**src/rtl/rc4_stream_ctrl.sv**
```systemverilog
// rc4_stream_ctrl
// Sequencer and two-port arbiter for an RC4 keystream engine. It loads a
// session key, runs the engine key schedule with a timeout, then serves two
// requesters round-robin. Each granted 32-bit word is XORed with four
// keystream bytes, LSB first, and presented downstream.
//
// Ports
//   clk, rst             clock, asynchronous active-high reset
//   key_load, key_in     key latch / schedule (re)start, 32-bit session key
//   req_valid[1:0]       per-requester word valid
//   req_data0/1          requester plaintext words
//   req_ready[1:0]       one-hot accept strobe (word consumed this cycle)
//   out_valid/ready      ciphertext handshake
//   out_data, out_id     ciphertext word and source requester index
//   busy, err            activity flag, sticky timeout flag
//   eng_key, eng_init    engine key and schedule start pulse
//   eng_init_done        engine schedule-complete pulse
//   eng_ks_req           one-cycle keystream byte request
//   eng_ks_valid/byte    keystream byte return
module rc4_stream_ctrl #(
  parameter int INIT_TIMEOUT = 1024,
  parameter int KS_TIMEOUT   = 16
) (
  input  logic        clk,
  input  logic        rst,
  input  logic        key_load,
  input  logic [31:0] key_in,
  input  logic [1:0]  req_valid,
  input  logic [31:0] req_data0,
  input  logic [31:0] req_data1,
  output logic [1:0]  req_ready,
  output logic        out_valid,
  input  logic        out_ready,
  output logic [31:0] out_data,
  output logic        out_id,
  output logic        busy,
  output logic        err,
  output logic [31:0] eng_key,
  output logic        eng_init,
  input  logic        eng_init_done,
  output logic        eng_ks_req,
  input  logic        eng_ks_valid,
  input  logic [7:0]  eng_ks_byte
);

  localparam int IW = $clog2(INIT_TIMEOUT + 1);
  localparam int KW = $clog2(KS_TIMEOUT + 1);
  localparam logic [IW-1:0] INIT_LAST = IW'(INIT_TIMEOUT - 1);
  localparam logic [KW-1:0] KS_LAST   = KW'(KS_TIMEOUT - 1);

  typedef enum logic [2:0] {
    S_IDLE, S_INIT, S_READY, S_GATHER, S_OUT, S_ERROR
  } state_t;

  state_t          state, state_nx;
  logic [IW-1:0]   init_cnt;
  logic [KW-1:0]   ks_tmr;
  logic [1:0]      idx;
  logic            pend;     // one keystream request outstanding
  logic            rr;       // index of the last granted requester
  logic [1:0]      gnt;
  logic            ks_hit;

  // Only a byte answering our own outstanding request is used.
  assign ks_hit = pend & eng_ks_valid;

  // State register
  always_ff @(posedge clk or posedge rst) begin
    if (rst) state <= S_IDLE;
    else     state <= state_nx;
  end

  // Next-state logic; key_load overrides every state.
  always_comb begin
    state_nx = state;
    if (key_load) begin
      state_nx = S_INIT;
    end else begin
      case (state)
        S_IDLE:   state_nx = S_IDLE;
        S_INIT:   if (eng_init_done)          state_nx = S_READY;
                  else if (init_cnt == INIT_LAST) state_nx = S_ERROR;
        S_READY:  if (|gnt)                   state_nx = S_GATHER;
        S_GATHER: if (ks_hit && idx == 2'd3)  state_nx = S_OUT;
                  else if (pend && !eng_ks_valid && ks_tmr == KS_LAST)
                                              state_nx = S_ERROR;
        S_OUT:    if (out_ready)              state_nx = S_READY;
        S_ERROR:  state_nx = S_ERROR;
        default:  state_nx = S_IDLE;
      endcase
    end
  end

  // Output logic. A same-cycle key_load suppresses grants and requests so an
  // aborted word is never acknowledged and no stray byte is pulled.
  always_comb begin
    gnt = 2'b00;
    if (state == S_READY && !key_load) begin
      case (req_valid)
        2'b01:   gnt = 2'b01;
        2'b10:   gnt = 2'b10;
        2'b11:   gnt = rr ? 2'b01 : 2'b10;
        default: gnt = 2'b00;
      endcase
    end
    req_ready  = gnt;
    eng_ks_req = (state == S_GATHER) && !pend && !key_load;
    out_valid  = (state == S_OUT);
    busy       = (state == S_INIT) || (state == S_GATHER) ||
                 (state == S_OUT)  || (state == S_ERROR);
  end

  // Datapath and counters
  always_ff @(posedge clk or posedge rst) begin
    if (rst) begin
      eng_key  <= '0;
      eng_init <= 1'b0;
      err      <= 1'b0;
      init_cnt <= '0;
      ks_tmr   <= '0;
      idx      <= '0;
      pend     <= 1'b0;
      rr       <= 1'b0;
      out_data <= '0;
      out_id   <= 1'b0;
    end else begin
      eng_init <= key_load;
      if (key_load) begin
        eng_key  <= key_in;
        err      <= 1'b0;
        init_cnt <= '0;
        idx      <= '0;
        pend     <= 1'b0;
      end else begin
        if (state_nx == S_ERROR && state != S_ERROR) err <= 1'b1;
        if (state == S_INIT) init_cnt <= init_cnt + 1'b1;
        if (|gnt) begin
          out_data <= gnt[1] ? req_data1 : req_data0;
          out_id   <= gnt[1];
          rr       <= gnt[1];
          idx      <= '0;
          pend     <= 1'b0;
        end
        if (eng_ks_req) begin
          pend   <= 1'b1;
          ks_tmr <= '0;
        end else if (ks_hit) begin
          out_data[{idx, 3'b000} +: 8] <= out_data[{idx, 3'b000} +: 8] ^ eng_ks_byte;
          idx  <= idx + 1'b1;
          pend <= 1'b0;
        end else if (pend) begin
          ks_tmr <= ks_tmr + 1'b1;
          if (ks_tmr == KS_LAST) pend <= 1'b0;
        end
      end
    end
  end

endmodule
```
**config.mk**
```make
export PLATFORM = sky130hd
export DESIGN_NAME = rc4_stream_ctrl
export DESIGN_NICKNAME = d
export VERILOG_FILES = /design/src/rtl/rc4_stream_ctrl.sv
export SDC_FILE = /design/constraint.sdc
export NUM_CORES = 1
export LEC_CHECK = 0
export ABC_AREA = 0
export CORE_UTILIZATION = 30
export DETAILED_ROUTE_END_ITERATION = 8
export PLACE_DENSITY = 0.62
export SETUP_SLACK_MARGIN = 0.15
export SLEW_MARGIN = 20
export SYNTH_ARGS = -nofsm -noshare
export SYNTH_HDL_FRONTEND = slang
export SYNTH_SLANG_ARGS = --single-unit
```
**constraint.sdc**
```tcl
create_clock -name clk -period 3.84 [get_ports clk]
set_input_delay 0.576 -clock clk [delete_from_list [all_inputs] [get_ports clk]]
set_output_delay 0.576 -clock clk [all_outputs]
set_load 0.02 [all_outputs]
```
==> metrics.md <==
| Metric | Value |
|---|---|
| Outcome | `finished clean` |
| Clock input transition at the sequential cells of the worst setup and hold paths | `0.06 ns` |
| Via density | `5.09` |
| CTS sink count | `89` |
| Element type at the critical path start | `flop` |
| Final ANT Viol Nets | `0` |
| Worst setup path startpoint | `state[2]$_DFF_PP0_` |
| RSZ-0062 raised after global routing | `no` |
| Launch point of the worst hold path | `key_load` |
| Overall track demand over capacity in global routing | `0.184` |
| Final net count | `748` |
| Top post-synthesis cells by count | `sky130_fd_sc_hd__dfrtp_1, sky130_fd_sc_hd__nor2_1, sky130_fd_sc_hd__mux2_2, sky130_fd_sc_hd__nand2_1, sky130_fd_sc_hd__o22ai_1` |
| Type of the setup path with the least slack | `reg -> out` |
| Count of mapped cells out of synthesis | `447` |
| CP Data Required Time | `3.26 ns` |
| Diode count | `0` |
| Hold WC Path Type | `in -> reg` |
| Top cells by area in the synthesized netlist | `sky130_fd_sc_hd__dfrtp_1, sky130_fd_sc_hd__mux2_2, sky130_fd_sc_hd__mux2i_1` |
| Die outline area | `16300 µm²` |
| Maximum number of pins on one net before global-route repair | `60` |
| Number of cells in the design after placement | `828` |
| Tightest Pin Transition | `0.819 ns` |
| Chip Width | `128 µm` |
| Number of DRC markers in iteration 0 | `276` |
| Leakage power figure | `0.00282 µW` |
| Synth-to-Final Area Change | `49.6%` |
| Wire length on met3 | `1100 µm` |
| Critical Path AT | `2.37 ns` |
| Highest Signal Layer | `met5` |
| Post-synthesis register bit count | `89` |
| Register-to-register setup slack | `1.44 ns` |
| Number of warnings printed during yosys synthesis | `0` |
| Max-slew headroom | `0.450` |
| Final setup violation count | `0` |
| Deepest clock path buffer count | `2` |
| Wire length of the first global-routing pass | `22900 µm` |
| I/O pin cnt | `184` |
| Worst setup skew after layout | `0.00494 ns` |
| Post-CTS resize count | `0` |
| DIE HEIGHT | `128 µm` |
| Critical R2R Capture | `out_data[14]$_DFFE_PP0N_` |
| Grt ovf | `0` |
| Number of detailed-routing iterations run before antenna repair | `4` |
| CTS Hold Bufs | `0` |
| Cell type contributing the most total cell area after synthesis | `sky130_fd_sc_hd__dfrtp_1` |
| Logic depth of the worst register-to-register path | `5` |
| CTS H-Tree Depth | `3` |
| Share of the core filled with cells in the final layout | `0.463` |
| Setup TNS | `0 ns` |
| Proportion of layout cells with a drive suffix above 1 | `0.111` |
| Number of global-route vias before repair | `4356` |
| DR WL met2 | `7360 µm` |
| Power per Cell Area | `529 nW/µm²` |
| Detailed placement HPWL | `11300 µm` |
| Initial antenna violation count | `0` |
| R2R Path Start | `state[2]$_DFF_PP0_` |
| Sequential area share after synthesis | `0.470` |
| Post-route clock period utilization | `0.767` |
| Hold path endpoint | `eng_init$_DFF_PP0_` |
| Drt drc | `0` |
| Count of standard-cell rows | `45` |
| Number of buffers inserted during clock tree synthesis | `9` |
| Filler cell count in the final layout | `1433` |
| TritonCTS clock tree | `built` |
| Maximum frequency from static timing analysis | `339 MHz` |
| Syn Std Cell Area | `4740 µm²` |
| Top FF cell, synth | `sky130_fd_sc_hd__dfrtp_1` |
| Count of cell types in the netlist | `53` |
| Syn Nets | `567` |
| Final Max Slew Viols | `0` |
| Post-layout worst setup margin | `0.894 ns` |
| Clock network latency to the later pin of the worst-skew pair | `0.35 ns` |
| Proportion of synthesized flip-flops having asynchronous set or reset | `1.00` |
| Avg Cell Area, Syn | `10.6 µm²` |
| IR drop worst, VDD | `0.219 mV` |
| Core area | `15300 µm²` |
| Hold Path Cell Cnt | `1` |
| Critical Path Fanout Max | `15` |
| Effective utilization at floorplan | `0.310` |
| Most repeated cell in the gate-level netlist after synthesis | `sky130_fd_sc_hd__dfrtp_1` |
| Setup WS pre-CTS | `1.03 ns` |
| Max_cap viols | `0` |
| Clock root buffer master | `sky130_fd_sc_hd__clkbuf_16` |
| Input/output buffers | `183` |
| Count of flip-flops with a built-in enable after synthesis | `0` |
| Total number of vias | `4299` |
| Total length of routed wires | `15000 µm` |
| Type of element capturing the critical path | `output port` |
| Setup repair bufs after CTS | `0` |
| Length of routed wiring on met1 | `6190 µm` |
| Final Hold Vio Count | `0` |
| Clock period minus worst slack | `2.95 ns` |
| DR WL/cell | `17.7 µm` |
| Placer's final routability congestion estimate | `0.829` |
| Portion of synthesized cell area occupied by the leading cell type | `0.470` |
| Number of standard cells in the final layout excluding fillers | `844` |
-- worst max-delay path by stage --
| stage | cells after the start | end |
|---|---|---|
| after floorplan | 1 | eng_init$_DFF_PP0_ |
| after global placement | 4 | req_ready[0] |
| after detailed placement | 4 | req_ready[0] |
| after CTS | 3 | req_ready[0] |
| after global routing | 3 | req_ready[0] |
| final | 3 | req_ready[0] |
-- flip-flops by register name, summed over array words and instances (netlist names) --
signal,count
pend,1
rr,1
idx,2
ks_tmr,5
init_cnt,11
eng_init,1
state,3
eng_key,32
err,1
out_data,32
-- per-layer routing --
layer  track usage  vias to the layer above
met5             0                        -
met4        0.0671                        2
met3        0.0472                       21
met2         0.315                      164
met1         0.223                     2090
li1              -                     2022
-- placed cells by master (no fill, tap or decap), types with 7 or more instances in the layout --
cell type / n
sky130_fd_sc_hd__o221ai_1: 8
sky130_fd_sc_hd__nand2_1: 32
sky130_fd_sc_hd__o22ai_1: 27
sky130_fd_sc_hd__buf_4: 9
sky130_fd_sc_hd__mux2i_1: 18
sky130_fd_sc_hd__xor2_1: 14
sky130_fd_sc_hd__o22a_1: 10
sky130_fd_sc_hd__mux2_2: 32
sky130_fd_sc_hd__nor2_1: 36
sky130_fd_sc_hd__and3_1: 10
sky130_fd_sc_hd__ha_1: 8
sky130_fd_sc_hd__nor3_1: 7
sky130_fd_sc_hd__a22oi_1: 19
sky130_fd_sc_hd__o21ai_0: 7
sky130_fd_sc_hd__clkbuf_16: 9
sky130_fd_sc_hd__clkdlybuf4s50_1: 182
sky130_fd_sc_hd__a21oi_1: 15
sky130_fd_sc_hd__a221o_1: 10
sky130_fd_sc_hd__dfrtp_1: 89
sky130_fd_sc_hd__xnor2_1: 15
sky130_fd_sc_hd__inv_1: 12
-- critical path, stage by stage, from the launching register on --
cell                              delay, ns
sky130_fd_sc_hd__dfrtp_1               0.51
sky130_fd_sc_hd__or4b_4                0.70
sky130_fd_sc_hd__nor2_1                0.19
sky130_fd_sc_hd__clkdlybuf4s50_1       0.62
-- area by class of cell --
class | count | area [µm²] | area share
sequential | 89 | 2230 | 0.314
multi-input combinational | 322 | 2360 | 0.332
clock inverter | 7 | 71.3 | 0.0101
clock buffer | 9 | 225 | 0.0318
timing repair buffer | 192 | 1890 | 0.267
inverter | 14 | 53.8 | 0.00759
tap | 211 | 264 | 0.0372
-- through the flow --
| stage | cell area (µm²) | hold slack (ns) | power [µW] |
|---|---|---|---|
| final | 7090 | 0.433 | 3750 |
| after global routing | 7090 | 0.427 | 3950 |
| after CTS | 7090 | 0.422 | 3780 |
| after detailed placement | 6800 | 0.495 | 2890 |
| after global placement | 6800 | 0.489 | 2850 |
| after floorplan | 4740 | 0.497 | 2150 |
-- cell families after synthesis --
kind of cell	Yosys count	synth area share
fa+ha+maj	8	0.0211
xor+xnor	29	0.0536
buf+inv	36	0.0335
simple gates	116	0.122
mux	50	0.114
flops	89	0.470
compound gates	119	0.186
-- power breakdown --
part | internal, µW | switching (µW) | leakage [µW] | total [µW]
registers | 1160 | 203 | 0.00110 | 1360
logic | 773 | 735 | 0.00157 | 1510
clock network | 503 | 379 | 0.000137 | 881
Note: power is estimated with default switching activity, not from simulation.
